### src/rtl/ksa_pkg.sv
// Shared helpers for the pipelined Kogge-Stone adder: log2, operand-width
// legality and the prefix-level count derived from the operand width.
package ksa_pkg;

  localparam int KSA_MIN_WIDTH = 4;
  localparam int KSA_MAX_WIDTH = 64;

  function automatic int ksa_log2(input int value);
    int r;
    r = 0;
    for (int i = 0; i < 31; i++) begin
      if ((1 << i) < value) r = i + 1;
    end
    return r;
  endfunction

  function automatic bit ksa_width_ok(input int width);
    return (width >= KSA_MIN_WIDTH) && (width <= KSA_MAX_WIDTH) &&
           ((width & (width - 1)) == 0);
  endfunction

  // One registered prefix level per doubling of the span.
  function automatic int ksa_stage_count(input int width);
    return ksa_log2(width);
  endfunction

endpackage

### src/rtl/ksa_prefix_stage.sv
// One registered Kogge-Stone prefix level: combines bit i with bit i-DIST,
// forwards the raw propagate vector and carry-in, and owns its pipeline slot.
module ksa_prefix_stage
  import ksa_pkg::*;
#(
  parameter int WIDTH = 16,
  parameter int DIST  = 1
) (
  input  logic             clk,
  input  logic             rst_n,
  input  logic             i_valid,
  output logic             o_adv,
  input  logic             i_next_adv,
  input  logic [WIDTH-1:0] i_p,
  input  logic [WIDTH-1:0] i_gp,
  input  logic [WIDTH-1:0] i_gg,
  input  logic             i_cin,
  output logic             o_valid,
  output logic [WIDTH-1:0] o_p,
  output logic [WIDTH-1:0] o_gp,
  output logic [WIDTH-1:0] o_gg,
  output logic             o_cin
);

  logic [WIDTH-1:0] w_gp;
  logic [WIDTH-1:0] w_gg;
  logic             w_adv;

  logic             r_valid;
  logic [WIDTH-1:0] r_p;
  logic [WIDTH-1:0] r_gp;
  logic [WIDTH-1:0] r_gg;
  logic             r_cin;

  for (genvar i = 0; i < WIDTH; i++) begin : g_bit
    if (i >= DIST) begin : g_comb
      assign w_gg[i] = i_gg[i] | (i_gp[i] & i_gg[i-DIST]);
      assign w_gp[i] = i_gp[i] & i_gp[i-DIST];
    end else begin : g_pass
      assign w_gg[i] = i_gg[i];
      assign w_gp[i] = i_gp[i];
    end
  end

  // A slot may take new data when it is empty or its occupant moves on.
  assign w_adv = ~r_valid | i_next_adv;

  always_ff @(posedge clk or negedge rst_n) begin
    if (!rst_n) begin
      r_valid <= 1'b0;
      r_p     <= '0;
      r_gp    <= '0;
      r_gg    <= '0;
      r_cin   <= 1'b0;
    end else if (w_adv) begin
      r_valid <= i_valid;
      r_p     <= i_p;
      r_gp    <= w_gp;
      r_gg    <= w_gg;
      r_cin   <= i_cin;
    end
  end

  assign o_adv   = w_adv;
  assign o_valid = r_valid;
  assign o_p     = r_p;
  assign o_gp    = r_gp;
  assign o_gg    = r_gg;
  assign o_cin   = r_cin;

endmodule

### src/rtl/ksa_pipe_adder.sv
// Pipelined Kogge-Stone adder with valid/ready flow control on both sides.
// Optional subtract mode (extra 'sub' port) is built when KSA_SUB_EN is defined.
module ksa_pipe_adder
  import ksa_pkg::*;
#(
  parameter int WIDTH = 16
) (
  input  logic             clk,
  input  logic             rst_n,
  input  logic             in_valid,
  output logic             in_ready,
  input  logic [WIDTH-1:0] A,
  input  logic [WIDTH-1:0] B,
  input  logic             Ci,
`ifdef KSA_SUB_EN
  input  logic             sub,
`endif
  output logic             out_valid,
  input  logic             out_ready,
  output logic [WIDTH-1:0] S,
  output logic             Co,
  output logic             Ov
);

  // Handshake: a beat moves across a boundary on a cycle where the sender's
  // valid and the receiver's ready (its advance condition) are both high;
  // ready is a combinational chain back from out_ready, so a full pipe can
  // accept and deliver in the same cycle.

  localparam int N = ksa_stage_count(WIDTH);

  if (!ksa_width_ok(WIDTH)) begin : g_bad_width
    $error("ksa_pipe_adder: WIDTH must be a power of two from 4 to 64");
  end

  logic [WIDTH-1:0] w_bx;
  logic             w_cin;

`ifdef KSA_SUB_EN
  assign w_bx  = B ^ {WIDTH{sub}};
  assign w_cin = Ci ^ sub;
`else
  assign w_bx  = B;
  assign w_cin = Ci;
`endif

  logic [N+1:0]     w_adv;
  logic [N:0]       w_valid;
  logic [N:0]       w_cin_s;
  logic [WIDTH-1:0] w_p  [0:N];
  logic [WIDTH-1:0] w_gp [0:N];
  logic [WIDTH-1:0] w_gg [0:N];

  logic             r_valid0;
  logic [WIDTH-1:0] r_p0;
  logic [WIDTH-1:0] r_g0;
  logic             r_cin0;

  assign w_adv[0]   = ~r_valid0 | w_adv[1];
  assign w_adv[N+1] = out_ready;
  assign in_ready   = w_adv[0];

  always_ff @(posedge clk or negedge rst_n) begin
    if (!rst_n) begin
      r_valid0 <= 1'b0;
      r_p0     <= '0;
      r_g0     <= '0;
      r_cin0   <= 1'b0;
    end else if (w_adv[0]) begin
      r_valid0 <= in_valid;
      r_p0     <= A ^ w_bx;
      r_g0     <= A & w_bx;
      r_cin0   <= w_cin;
    end
  end

  // Stage 0 seeds the prefix tree: group P/G start as the bitwise P/G.
  assign w_valid[0] = r_valid0;
  assign w_cin_s[0] = r_cin0;
  assign w_p[0]     = r_p0;
  assign w_gp[0]    = r_p0;
  assign w_gg[0]    = r_g0;

  for (genvar k = 1; k <= N; k++) begin : g_level
    ksa_prefix_stage #(
      .WIDTH (WIDTH),
      .DIST  (1 << (k - 1))
    ) u_stage (
      .clk        (clk),
      .rst_n      (rst_n),
      .i_valid    (w_valid[k-1]),
      .o_adv      (w_adv[k]),
      .i_next_adv (w_adv[k+1]),
      .i_p        (w_p[k-1]),
      .i_gp       (w_gp[k-1]),
      .i_gg       (w_gg[k-1]),
      .i_cin      (w_cin_s[k-1]),
      .o_valid    (w_valid[k]),
      .o_p        (w_p[k]),
      .o_gp       (w_gp[k]),
      .o_gg       (w_gg[k]),
      .o_cin      (w_cin_s[k])
    );
  end

  // Cf[i] is the carry out of bit i once the carry-in is folded in.
  logic [WIDTH-1:0] w_cf;

  assign w_cf      = w_gg[N] | (w_gp[N] & {WIDTH{w_cin_s[N]}});
  assign S         = w_p[N] ^ {w_cf[WIDTH-2:0], w_cin_s[N]};
  assign Co        = w_cf[WIDTH-1];
  assign Ov        = w_cf[WIDTH-1] ^ w_cf[WIDTH-2];
  assign out_valid = w_valid[N];

endmodule

### config.mk
export PLATFORM = sky130hd
export DESIGN_NAME = ksa_pipe_adder
export DESIGN_NICKNAME = d
export VERILOG_FILES = /design/src/rtl/ksa_pkg.sv /design/src/rtl/ksa_prefix_stage.sv /design/src/rtl/ksa_pipe_adder.sv
export SDC_FILE = /design/constraint.sdc
export NUM_CORES = 1
export LEC_CHECK = 0
export CORE_ASPECT_RATIO = 1.25
export CORE_MARGIN = 2
export CORE_UTILIZATION = 45
export CTS_BUF_LIST = sky130_fd_sc_hd__clkbuf_4
export CTS_CLUSTER_SIZE = 10
export DETAILED_ROUTE_END_ITERATION = 10
export GPL_ROUTABILITY_DRIVEN = 0
export PLACE_DENSITY = 0.68
export RECOVER_POWER = 100
export SLEW_MARGIN = 20
export SYNTH_ARGS = -nofsm -noshare
export SYNTH_HDL_FRONTEND = slang
export SYNTH_HIERARCHICAL = 1
export SYNTH_SLANG_ARGS = --single-unit
### constraint.sdc
create_clock -name clk -period 5.05 [get_ports clk]
set_input_delay 1.515 -clock clk [delete_from_list [all_inputs] [get_ports clk]]
set_output_delay 1.515 -clock clk [all_outputs]
set_load 0.01 [all_outputs]
Word-level counts from Yosys, hierarchy flattened

Cells that the tools add are included.

Register bits after elaboration: 234
Bits of input ports: 37
Logic and storage cells: 187

Bitwise gates (word level): 163

Operator list:

| cell           | number |
|---|---|
| $and 1x1->1    | 98 |
| $or 1x1->1     | 54 |
| $and 16x16->16 | 2 |
| $xor 16x16->16 | 2 |
| $or 16x16->16  | 1 |
| $not 1->1      | 5 |
| $xor 1x1->1    | 1 |

Longest topological paths before layout

Gate-level depths: netlist of the first run.

Word-level depth: 6
Gate-level depth with buffers: 21
Depth with buffers taken out: 10

Modules after synthesis

Netlist of the first run, hierarchy kept.

By module, submodules not included:

| module                                 | times used | cells an instance | area an instance (µm²) | seq. area each (µm²) |
|---|---|---|---|---|
| ksa_prefix_stage at g_level[1].u_stage | 1          | 173               | 2077.0                 | 1251.2 |
| ksa_prefix_stage at g_level[2].u_stage | 1          | 169               | 2067.0                 | 1251.2 |
| ksa_prefix_stage at g_level[3].u_stage | 1          | 160               | 2058.2                 | 1251.2 |
| ksa_prefix_stage at g_level[4].u_stage | 1          | 142               | 2009.4                 | 1251.2 |
| ksa_pipe_adder                         | 1          | 127               | 1870.5                 | 850.8 |

Worst setup path after synthesis of the first run

No wires, ideal clock.

Path type: in2out
Start: input out_ready
End: output in_ready
Data arrival time: 3709 ps
Required time: 3535 ps
Setup slack: -174 ps
Stages: 19
Buffers on the path: 10
Cells stage by stage: nor2b_4 > buf_6 > inv_6 > buf_6 > nor2b_4 > buf_6 > inv_4 > buf_6 > nor2b_2 > buf_4 > inv_4 > buf_6 > nor2b_1 > buf_4 > inv_4 > buf_6 > nand2b_4 > buf_6 > buf_12

Longest elaborated chain between the ends: 5

RTL lines:

| item         | RTL line               | RTL |
|---|---|---|
| from (decl)  | ksa_pipe_adder.sv:19   | `input logic out_ready,` |
| $or 1x1->1   | ksa_prefix_stage.sv:46 | `assign w_adv = ~r_valid \| i_next_adv;` |
| net w_adv[4] | ksa_pipe_adder.sv:47   | `logic [N+1:0] w_adv;` |
| $or 1x1->1   | ksa_prefix_stage.sv:46 |  |
| net w_adv[3] | ksa_pipe_adder.sv:47   |  |
| $or 1x1->1   | ksa_prefix_stage.sv:46 |  |
| net w_adv[2] | ksa_pipe_adder.sv:47   |  |
| $or 1x1->1   | ksa_prefix_stage.sv:46 |  |
| net w_adv[1] | ksa_pipe_adder.sv:47   |  |
| $or 1x1->1   | ksa_pipe_adder.sv:59   | `assign w_adv[0] = ~r_valid0 \| w_adv[1];` |
| to (decl)    | ksa_pipe_adder.sv:11   | `output logic in_ready,` |

The timed path passes the listed nets, and every way through them passes these cells.

Worst setup path after layout of the first run

Same ends and word-level chain as after synthesis.

==> metrics.txt, run 1 <==
final clock period utilization by the worst path=94.70%; dpl cell area=10,840 µm²; leakage power figure=4.797 nW; classification of the worst setup path=in -> out; detailed placement HPWL=13.30 mm; core footprint=22,130 µm²; vias per cell=5.262; wire length of the first global-routing pass=33.45 mm; proportion of layout cells with a drive suffix above 1=17.40%; final instance count without filler cells=1,169; adder and majority cell fraction of the synthesized area=1.986%; summed area of non-filler cells in the final layout=11,200 µm²; Critical Path RT=3540 ps; count of maximum capacitance violations=5; buffer and inverter count on the worst path=6; area added between synthesis and finish=11.07%; placed cell count=1,080; crit path DAT=3270 ps; min Tclk post-route=4783 ps; combinational family with the most area after synthesis=multiplexers; Largest stage delay, worst path=610 ps; largest clock skew in the final design=10.96 ps; Congestion Overflow GR=0; sequential-to-total area share from yosys stat=58.08%; element type at the critical path end=output port; Tightest Pin Transition=2896 ps; Storage cell area=5856 µm²; worst slew margin relative to its limit=-93.05%; fraction of synthesized cell area in xor and xnor cells=1.390%; ys flop type=sky130_fd_sc_hd__dfrtp_1; total of buffers placed on input and output ports=56; Achievable Freq=0.2091 GHz; antenna violations before repair=1; fill cell instance count of the final layout=2,061; Max clock buf depth=3; HP Class=reg -> reg; count of flip-flops with a built-in enable after synthesis=0; biggest fanout along the worst timing path=2; I/O pin count=57; wire length per cell=17.01 µm; final routed DRC violation total=0; largest net degree at the start of global routing=119; number of standard cells after synthesis=771; number of buffers created by CTS=55; TritonCTS clock tree=built; number of nets with antenna violations after detailed routing=0; most used cell along the critical path=sky130_fd_sc_hd__nor2b_4; worst-case hold slack=484.7 ps; x dimension of the die=137.9 µm; Clock Root Buffer=sky130_fd_sc_hd__clkbuf_4; unrepaired setup endpoints after global routing=no; Reg clk slew, reported paths=60 ps; starting utilization of the core area=45.55%; crit-path cells=dlygate4sd3_1 -> nor2b_4 -> inv_8 -> nor2b_4 -> inv_8 -> nor2b_4 -> inv_6 -> nor2b_4 -> inv_6 -> nand2b_4 -> dlymetal6s2s_1; cell with the largest stage delay on the worst path=sky130_fd_sc_hd__dlygate4sd3_1; synthesized-area fraction occupied by and/or/nand/nor cells=10.03%; Final Hold Viols=0; total nets after synthesis=824; FFs w/ async S/R, synth=100.0%; clock sink count=234; number of endpoints failing setup at the final stage=0; NumNets Final=907; Max H-tree Level=2; Area contributors post-synth=sky130_fd_sc_hd__dfrtp_1 58%, sky130_fd_sc_hd__mux2_4 8.9%, sky130_fd_sc_hd__nand3b_1 7.3%, sky130_fd_sc_hd__mux2_2 6.7%, sky130_fd_sc_hd__o21ai_0 3.4%; count of cell types in the netlist=28; clock latency on the worst-skew pair=640 ps; family with the most delay on the worst path=buffers and inverters; total power of the final layout=5.150 mW; Die ar.=23,630 µm²; Pre-antenna DRT Iters=6; overall fraction of global-route tracks in use=17.85%; vertical extent of the die=171.4 µm; run status=finished with violations; routed via count=6,151; Yosys top cell by area=sky130_fd_sc_hd__dfrtp_1; sort of element at the start of the critical path=input port; accumulated negative setup slack=0 ps; violated checks=max-capacitance violations, max-slew violations; share of cell area taken by muxes after synthesis=16.87%; post-CTS setup buffers=0; pwr dens=459.9 nW/µm²; site row count=61; number of hold-repair buffers added at the cts stage=0; count of yosys warnings during synthesis=6; list of most frequent post-synthesis cells=234 x sky130_fd_sc_hd__dfrtp_1, 98 x sky130_fd_sc_hd__nand3b_1, 69 x sky130_fd_sc_hd__o21ai_0; area used by multi-input combinational logic=3669 µm²; via count of the first global-routing pass=6,326; total of flip-flops plus latches after synthesis=234; most numerous cell in the Yosys netlist=sky130_fd_sc_hd__dfrtp_1; Max Transition Viols Final=292; syn_area_per_cell=13.08 µm²; detailed router's first-iteration violation count=425; proportion of netlist area held by the largest area contributor=58.08%; Detailed Route WL=19.89 mm; IR drop worst, VDD=0.1893 mV; cell area after technology mapping=10,080 µm²; complex-gate fraction of the synthesized area=8.228%
## per-layer routing
metal  global-route usage [%]  part of all wire, %  up-vias  wire [µm]
li1                         -                    -     2928          -
met3                    3.537                  3.6       21        721
met4                    5.812                  1.7        0        330
met5                        0                    0        -          0
met1                    24.43                   46     3068       9178
met2                    28.61                   49      134       9656
## metrics by stage
stage | util (%) | worst slack, ps
finish | 50.59 | 267.4
global route | 50.59 | 185.5
CTS | 51.81 | 48.44
detailed placement | 48.98 | 16.53
global placement | 48.98 | 19.82
floorplan | - | -89.76
## layout by cell type, fill, tap and decap left out
cell,instances
sky130_fd_sc_hd__inv_6,2
sky130_fd_sc_hd__nand2b_1,5
sky130_fd_sc_hd__nor2b_4,4
sky130_fd_sc_hd__buf_12,1
sky130_fd_sc_hd__a2bb2oi_1,1
sky130_fd_sc_hd__inv_8,2
sky130_fd_sc_hd__a21oi_1,65
sky130_fd_sc_hd__clkbuf_1,10
sky130_fd_sc_hd__buf_4,4
sky130_fd_sc_hd__xor2_1,1
sky130_fd_sc_hd__mux2_2,60
sky130_fd_sc_hd__clkbuf_2,2
sky130_fd_sc_hd__ha_1,16
sky130_fd_sc_hd__nand2_1,49
sky130_fd_sc_hd__nand3b_1,98
sky130_fd_sc_hd__dlymetal6s2s_1,1
sky130_fd_sc_hd__nand2b_4,1
sky130_fd_sc_hd__clkinv_1,10
sky130_fd_sc_hd__dlygate4sd3_1,19
sky130_fd_sc_hd__nor2_1,1
sky130_fd_sc_hd__mux2_1,71
sky130_fd_sc_hd__dfrtp_1,234
sky130_fd_sc_hd__clkdlybuf4s50_1,35
sky130_fd_sc_hd__o21ai_0,99
sky130_fd_sc_hd__xnor2_1,15
sky130_fd_sc_hd__diode_2,1
sky130_fd_sc_hd__clkbuf_4,78
sky130_fd_sc_hd__inv_1,1
## flip-flops by register name (all words and copies together) (netlist names)
| signal | flops |
|---|---|
| g_level.u_stage/o_gg | 64 |
| r_p0 | 16 |
| r_g0 | 16 |
| r_valid0 | 1 |
| g_level.u_stage/o_cin | 4 |
| g_level.u_stage/o_p | 64 |
| g_level.u_stage/o_gp | 64 |
| r_cin0 | 1 |
| g_level.u_stage/o_valid | 4 |
## where the power goes
group	internal, mW	leakage [nW]	switching, mW
combinational	0.600	1.51	0.492
sequential	2.31	2.91	0.375
clock	0.698	0.375	0.676
total	3.61	4.80	1.54
## worst paths after layout
kind,start,endpoint,slack (ps),depth (start not counted)
setup / recovery,out_ready,in_ready,270,11
min in group asynchronous,rst_n,g_level[4].u_stage/o_p[5],1800,1
setup reg to reg,g_level[4].u_stage/o_valid,r_g0[9],1640,12
hold / removal,g_level[1].u_stage/o_p[0],g_level[1].u_stage/o_p[0],480,1
hold reg to reg,g_level[1].u_stage/o_p[0],g_level[1].u_stage/o_p[0],480,1
max in group asynchronous,rst_n,g_level[1].u_stage/o_gg[13],1140,2
## cell families (layout without fill, tap and decap cells)
kind of cell | Yosys count | after routing
multiplexers | 131 | 131
AO/OA/AOI/OAI | 165 | 165
buffers and inverters | 51 | 165
XOR/XNOR | 16 | 16
adder cells (fa/ha/maj) | 16 | 16
other | 0 | 1
flip-flops | 234 | 234
AND/OR/NAND/NOR | 158 | 158
## what timing repair did
item,4_1_cts,5_1_grt
resized for setup,1,1
endpoints found under the setup margin,1,1
pin swaps,0,0
## final cells by class
type                            instances  share of cell area [%]
Clock inverter                         10                  0.3352
Timing Repair Buffer                   72                   5.810
Sequential cell                       234                   52.29
Tap cell                              283                   3.162
Antenna cell                            1                 0.02235
Clock buffer                           78                   5.229
Inverter                                5                  0.3911
Multi-Input combinational cell        486                   32.76
(Power assumes the default switching activity.)
==> run 2: changes to the inputs <==
SLEW_MARGIN = 15   (was 20)
==> results of run 2 <==
Same layout as run 1: the final DEF is identical, and so are final timing and power.
